==> config.mk <==
export PLATFORM = sky130hd
export DESIGN_NAME = seq_divider_flat
export DESIGN_NICKNAME = d
export VERILOG_FILES = /design/src/rtl/seq_divider_if.sv /design/src/rtl/seq_divider.sv /design/src/flat_wrapper.sv
export SDC_FILE = /design/constraint.sdc
export NUM_CORES = 1
export LEC_CHECK = 0
export ABC_AREA = 1
export BUFFER_PORTS_ARGS = -buffer_cell sky130_fd_sc_hd__buf_2
export CAP_MARGIN = 25
export CORE_MARGIN = 2
export CORE_UTILIZATION = 46
export CTS_BUF_LIST = sky130_fd_sc_hd__clkbuf_16
export CTS_CLUSTER_DIAMETER = 40
export DETAILED_ROUTE_END_ITERATION = 12
export PLACE_DENSITY = 0.69
export SLEW_MARGIN = 15
export SYNTH_ARGS = -nofsm -noshare
export SYNTH_HDL_FRONTEND = slang
export SYNTH_SLANG_ARGS = --single-unit
export TNS_END_PERCENT = 5
==> constraint.sdc <==
create_clock -name clk -period 3 [get_ports clk]
set_input_delay 0.45 -clock clk [delete_from_list [all_inputs] [get_ports clk]]
set_output_delay 0.45 -clock clk [all_outputs]
set_load 0.05 [all_outputs]
==> src/rtl/seq_divider_if.sv <==
// ---------------------------------------------------------------------------
// seq_divider_if -- request/result bundle for the sequential divider.
//
// The master drives the request side:
//   start, signed_op, dividend[DW-1:0], divisor[VW-1:0]
// The slave (the divider) drives the result side:
//   busy, done, q[DW-1:0], r[VW-1:0], dz, ovf
// ---------------------------------------------------------------------------
interface seq_divider_if #(
  parameter int DW = 8,
  parameter int VW = 4
);
  // Request side
  logic          start;
  logic          signed_op;
  logic [DW-1:0] dividend;
  logic [VW-1:0] divisor;

  // Result side
  logic          busy;
  logic          done;
  logic [DW-1:0] q;
  logic [VW-1:0] r;
  logic          dz;
  logic          ovf;

  modport master (
    output start, signed_op, dividend, divisor,
    input  busy, done, q, r, dz, ovf
  );

  modport slave (
    input  start, signed_op, dividend, divisor,
    output busy, done, q, r, dz, ovf
  );
endinterface

==> src/rtl/seq_divider.sv <==
// ---------------------------------------------------------------------------
// seq_divider -- multi-cycle restoring divider, signed or unsigned.
//
// Ports:
//   clk  : single clock, all state changes on the rising edge
//   rst  : synchronous, active-high reset
//   bus  : seq_divider_if.slave
//          start/signed_op/dividend/divisor are sampled in IDLE only;
//          busy is high in RUN, done pulses for one cycle in DONE, and
//          q/r/dz/ovf are registered and held until the next done.
//
// Operation: operands are converted to magnitudes on the accepting edge,
// divided one quotient bit per cycle (MSB first) for DW cycles, and the
// signs are re-applied as the result is registered. Signed division
// truncates toward zero; the remainder takes the dividend's sign.
// Divide-by-zero skips RUN and reports q = all ones, r = 0, dz = 1.
// ---------------------------------------------------------------------------
module seq_divider #(
  parameter int DW = 8,
  parameter int VW = 4
) (
  input  logic        clk,
  input  logic        rst,
  seq_divider_if.slave bus
);

  localparam int CW = (DW > 1) ? $clog2(DW) : 1;
  localparam logic [DW-1:0] MOST_NEG = {1'b1, {(DW-1){1'b0}}};

  typedef enum logic [1:0] {
    S_IDLE = 2'd0,
    S_RUN  = 2'd1,
    S_DONE = 2'd2
  } state_e;

  // FSM and iteration counter
  state_e        state_q, state_d;
  logic [CW-1:0] cnt_q,   cnt_d;

  // Datapath: quo_q starts as the dividend magnitude and is shifted left
  // each cycle, its vacated LSB receiving the new quotient bit. rem_q is
  // one bit wider than the divisor so the shifted-in trial value is exact.
  logic [DW-1:0] quo_q,   quo_d;
  logic [VW:0]   rem_q,   rem_d;
  logic [VW-1:0] dvs_q,   dvs_d;
  logic          negq_q,  negq_d;
  logic          negr_q,  negr_d;
  logic          ovfp_q,  ovfp_d;

  // Registered results
  logic [DW-1:0] q_q,     q_d;
  logic [VW-1:0] r_q,     r_d;
  logic          dz_q,    dz_d;
  logic          ovf_q,   ovf_d;

  // Operand conditioning on the request side
  logic          dvd_neg, dvs_neg;
  logic [DW-1:0] dvd_mag;
  logic [VW-1:0] dvs_mag;
  logic          is_ovf_case;

  // One restoring step
  logic [VW:0]   trial;
  logic          fits;
  logic [VW:0]   rem_next;
  logic [DW-1:0] quo_next;
  logic [DW-1:0] q_final;
  logic [VW-1:0] r_final;

  // Magnitudes are taken as plain unsigned values of the operand width,
  // so negating the most-negative value yields 2^(W-1) without overflow.
  assign dvd_neg     = bus.signed_op & bus.dividend[DW-1];
  assign dvs_neg     = bus.signed_op & bus.divisor[VW-1];
  assign dvd_mag     = dvd_neg ? (DW'(0) - bus.dividend) : bus.dividend;
  assign dvs_mag     = dvs_neg ? (VW'(0) - bus.divisor)  : bus.divisor;
  assign is_ovf_case = bus.signed_op && (bus.dividend == MOST_NEG) &&
                       (bus.divisor == {VW{1'b1}});

  // rem_q < dvs_q always holds after a step, so its top bit is zero and
  // the shifted value fits in VW+1 bits.
  assign trial    = {rem_q[VW-1:0], quo_q[DW-1]};
  assign fits     = (trial >= {1'b0, dvs_q});
  assign rem_next = fits ? (trial - {1'b0, dvs_q}) : trial;
  assign quo_next = {quo_q[DW-2:0], fits};

  // Sign restoration applied to the final step's values.
  assign q_final  = negq_q ? (DW'(0) - quo_next) : quo_next;
  assign r_final  = negr_q ? (VW'(0) - rem_next[VW-1:0]) : rem_next[VW-1:0];

  // NOTE: every signal assigned here gets a default first, so no path can
  // leave a value unassigned and infer a latch.
  always_comb begin
    state_d = state_q;
    cnt_d   = cnt_q;
    quo_d   = quo_q;
    rem_d   = rem_q;
    dvs_d   = dvs_q;
    negq_d  = negq_q;
    negr_d  = negr_q;
    ovfp_d  = ovfp_q;
    q_d     = q_q;
    r_d     = r_q;
    dz_d    = dz_q;
    ovf_d   = ovf_q;

    unique case (state_q)
      S_IDLE: begin
        if (bus.start) begin
          quo_d  = dvd_mag;
          rem_d  = '0;
          dvs_d  = dvs_mag;
          cnt_d  = '0;
          negq_d = dvd_neg ^ dvs_neg;
          negr_d = dvd_neg;
          ovfp_d = is_ovf_case;
          if (bus.divisor == '0) begin
            // Results are published now; this edge enters the done cycle.
            state_d = S_DONE;
            q_d     = '1;
            r_d     = '0;
            dz_d    = 1'b1;
            ovf_d   = 1'b0;
          end else begin
            state_d = S_RUN;
          end
        end
      end

      S_RUN: begin
        quo_d = quo_next;
        rem_d = rem_next;
        cnt_d = cnt_q + CW'(1);
        if (cnt_q == CW'(DW - 1)) begin
          state_d = S_DONE;
          q_d     = q_final;
          r_d     = r_final;
          dz_d    = 1'b0;
          ovf_d   = ovfp_q;
        end
      end

      S_DONE: begin
        state_d = S_IDLE;
      end

      default: begin
        state_d = S_IDLE;
      end
    endcase
  end

  // NOTE: sequential state uses non-blocking assignments so every register
  // samples the pre-edge values regardless of statement order.
  always_ff @(posedge clk) begin
    if (rst) begin
      state_q <= S_IDLE;
      cnt_q   <= '0;
      quo_q   <= '0;
      rem_q   <= '0;
      dvs_q   <= '0;
      negq_q  <= 1'b0;
      negr_q  <= 1'b0;
      ovfp_q  <= 1'b0;
      q_q     <= '0;
      r_q     <= '0;
      dz_q    <= 1'b0;
      ovf_q   <= 1'b0;
    end else begin
      state_q <= state_d;
      cnt_q   <= cnt_d;
      quo_q   <= quo_d;
      rem_q   <= rem_d;
      dvs_q   <= dvs_d;
      negq_q  <= negq_d;
      negr_q  <= negr_d;
      ovfp_q  <= ovfp_d;
      q_q     <= q_d;
      r_q     <= r_d;
      dz_q    <= dz_d;
      ovf_q   <= ovf_d;
    end
  end

  assign bus.busy = (state_q == S_RUN);
  assign bus.done = (state_q == S_DONE);
  assign bus.q    = q_q;
  assign bus.r    = r_q;
  assign bus.dz   = dz_q;
  assign bus.ovf  = ovf_q;

endmodule

==> src/flat_wrapper.sv <==
// flat-port wrapper written by rule: the top's interface ports become plain ports
module seq_divider_flat 
#(
  parameter int DW = 8,
  parameter int VW = 4
)
  (clk, rst, bus_start, bus_signed_op, bus_dividend, bus_divisor, bus_busy, bus_done, bus_q, bus_r, bus_dz, bus_ovf);
  seq_divider_if #(.DW(DW), .VW(VW)) bus_i ();
  input  logic clk;
  input  logic rst;
  input wire logic [$bits(bus_i.start)-1:0] bus_start;
  input wire logic [$bits(bus_i.signed_op)-1:0] bus_signed_op;
  input wire logic [$bits(bus_i.dividend)-1:0] bus_dividend;
  input wire logic [$bits(bus_i.divisor)-1:0] bus_divisor;
  output wire logic [$bits(bus_i.busy)-1:0] bus_busy;
  output wire logic [$bits(bus_i.done)-1:0] bus_done;
  output wire logic [$bits(bus_i.q)-1:0] bus_q;
  output wire logic [$bits(bus_i.r)-1:0] bus_r;
  output wire logic [$bits(bus_i.dz)-1:0] bus_dz;
  output wire logic [$bits(bus_i.ovf)-1:0] bus_ovf;
  assign bus_i.start = bus_start;
  assign bus_i.signed_op = bus_signed_op;
  assign bus_i.dividend = bus_dividend;
  assign bus_i.divisor = bus_divisor;
  assign bus_busy = bus_i.busy;
  assign bus_done = bus_i.done;
  assign bus_q = bus_i.q;
  assign bus_r = bus_i.r;
  assign bus_dz = bus_i.dz;
  assign bus_ovf = bus_i.ovf;
  seq_divider #(.DW(DW), .VW(VW)) u_core (.clk(clk), .rst(rst), .bus(bus_i));
endmodule
==> flow_summary.yaml <==
route:
  firstDrtPassIters: 4
  num_vias: 2027
  wire_per_inst_um: 12.3
  viasPerCell: 5.25
  wl_mm: 4.75
  drc: 0
  drt_iter0_markers: 104
  ant_nets: 0
layout:
  nets: 361
  fin_util_pct: 55.8
  diodes: 0
  drive_above_1_share_pct: 16.2
  flow.area_growth_from_synthesis_pct: 15.4
  finalNonFillerCells: 386
floorplan:
  coreArea_um2: 4410
  ios: 32
  die_y_um: 72.1
  fp-row-count: 24
  die-area_um2: 5200
  fp.dieW_um: 72.1
  initial_core_util_pct: 48.3
timing:
  holdWs_ps: 460
  timing.final.crit_period_ps: 2190
  worst_slew_pin_slew_ps: 558
  finalHoldViolCount: 0
  setup_viol: 0
  drv_slew: 0
  rsz0062_at_grt: "no"
  fmax_mhz: 457
  period_share_pct: 73.0
  slew_headroom_pct: 62.8
  fin_setup_tns_ps: 0
  fin_skew_ps: 1.95
logic_synthesis:
  synthArstFlopShare_pct: 0
  ys_seq_area_share_pct: 35.7
  synth.top_cell.area_share_pct: 35.7
  synth-edff-count: 0
  yosysMostFrequentCell: "nand2_1"
  synth-seq-cells: 38
  synth_cell_types: 36
  avgSynthCellArea_um2: 7.06
  syn_nets: 330
  synth_top_area_cell: "dfxtp_1"
  syn_inst: 302
  ys.flop_type: "dfxtp_1"
  yosys-top-cells-area: "dfxtp_1 (36%), nand2_1 (11%), a21oi_1 (8.4%)"
  synth_area_um2: 2130
  synth_common_cells: "nand2_1 (61), inv_1 (39), dfxtp_1 (38)"
  synth_warnings: 0
global_route:
  grt_overflow_total: 0
  grt_pass1_vias: 1773
  grt_first_pass_wirelength_mm: 8.04
  grt_max_degree: 30
  antenna_found_initial: 0
  grt.total_usage_pct: 19.5
clocking:
  insertion_delay_ps: 280
  path_clk_slew_ps: 50
  clock-sinks: 38
  root_buffer: "clkbuf_16"
  h-tree-depth: 2
  clock_tree.buffer_depth: 2
  cts_resized: 0
  cts_tree: "built"
  cts_hold_buf: 0
  cts_made_buffers: 5
  cts_setup_buffers: 0
critical_path:
  cp_cell_sequence: "inv_1 > ha_1 > a21oi_2 > nand2_1 > nand2_2 > nand2_4 > inv_2 > ha_1 > inv_1 > nor3_1 > nand3_1 > nand2_1 > a31oi_1 > o31ai_1 > a21oi_1"
  end_kind: "register"
  cp_top_family: "simple AND/OR/NAND/NOR gates"
  arrival_ps: 2330
  crit_slowest_cell: "ha_1"
  r2r_start: "u_core.dvs_q[2]$_SDFFE_PP0P_"
  max_stage_delay_ps: 330
  path_class: "register to register"
  required_ps: 3140
  critPathBufInv: 3
  cp-startpoint: "u_core.dvs_q[2]$_SDFFE_PP0P_"
  cp_max_fo: 8
  critPathLaunchType: "register"
placement:
  place_congestion: 0.861
  io_buffers: 31
  hpwl_mm: 3.53
  dpl.cell_count: 378
power:
  p_leak_nw: 1.17
  p_per_area_nw_per_um2: 623
  ir_drop_mv: 0.255
run_status:
  status: "finished clean"
job:
  drv_cap: 0
worst_hold_path:
  hp-start: "u_core.bus.r[2]$_SDFFE_PP0P_"
  hp-class: "register to register"
[kinds of logic (layout without fill, tap and decap cells)]
logic type      after synthesis  after routing  share of synthesized area (%)
xor+xnor                      4              4                           1.64
simple gates                125            125                           26.9
buf+inv                      53             85                           9.91
compound gates               70             70                           18.5
fa+ha+maj                    12             12                           7.39
flops                        38             38                           35.7
[flip-flops by register name (all words and copies together) (netlist names)]
name	flops
u_core.bus.q	8
u_core.quo_q	8
u_core.bus.r	4
u_core.dvs_q	4
u_core.rem_q	4
u_core.cnt_q	3
u_core.state_q	2
u_core.bus.dz	1
u_core.bus.ovf	1
u_core.negq_q	1
u_core.negr_q	1
u_core.ovfp_q	1
[cell usage in the layout, fill, tap and decap left out, types with 2 or more instances in the layout]
cell type	instances
nand2_1	61
inv_1	40
dfxtp_1	38
a21oi_1	36
nand3_1	33
buf_2	31
nor2_1	17
o21ai_0	14
ha_1	11
clkbuf_16	5
inv_2	4
xor2_1	4
nor3_1	4
a31oi_1	4
nand2_2	3
o31ai_1	3
a21oi_2	2
nor2_8	2
a22oi_1	2
o21ai_1	2
buf_4	2
[layer usage]
metal  up-vias  global-route usage [%]  part of all wire (%)
met4         0                    5.66                   1.2
met3         6                    3.89                   5.6
met2        55                    30.0                    42
met1       903                    27.7                    51
li1       1063                       -                     -
met5         -                       0                     0
[worst register-to-register path: cells and delay by family, from the launching register on]
kind	cells	cell delay [ps]
DFF	1	320
AOI/OAI and AO/OA	4	420
adders and majority gates	2	470
and+or+nand+nor	6	670
buffers and inverters	3	180
[worst paths after layout]
check / cells past startpoint / to / slack [ps]
worst max-delay path: 15 / u_core.bus.q[6]$_SDFFE_PP0P_ / 810
worst min-delay path: 2 / u_core.bus.r[2]$_SDFFE_PP0P_ / 460
worst max register to register: 15 / u_core.bus.q[6]$_SDFFE_PP0P_ / 810
worst min register to register: 2 / u_core.bus.r[2]$_SDFFE_PP0P_ / 460
[power breakdown]
group	leakage [nW]	switching [mW]	internal, mW
Sequential	0.310	0.0291	0.544
Combinational	0.786	0.317	0.149
Clock	0.0724	0.195	0.300
Total	1.17	0.541	0.994
[final cells by class]
class                           instances  area (um2)
Timing Repair Buffer                   33         170
Clock buffer                            5         125
Fill cell                             424        1950
Multi-Input combinational cell        211        1160
Inverter                               44         168
Tap cell                               52        65.1
Clock inverter                          3        12.5
Sequential cell                        38         761
[per-stage QoR]
| stage | setup slack [ps] | power (mW) | cell area (um2) |
|---|---|---|---|
| after floorplan | 1020 | 0.945 | 2130 |
| after global routing | 620 | 1.64 | 2460 |
| after detailed placement | 826 | 1.05 | 2320 |
| final | 811 | 1.53 | 2460 |
| after CTS | 810 | 1.55 | 2460 |
| after global placement | 903 | 1.04 | 2320 |
Power figures use the tool's default switching activity.
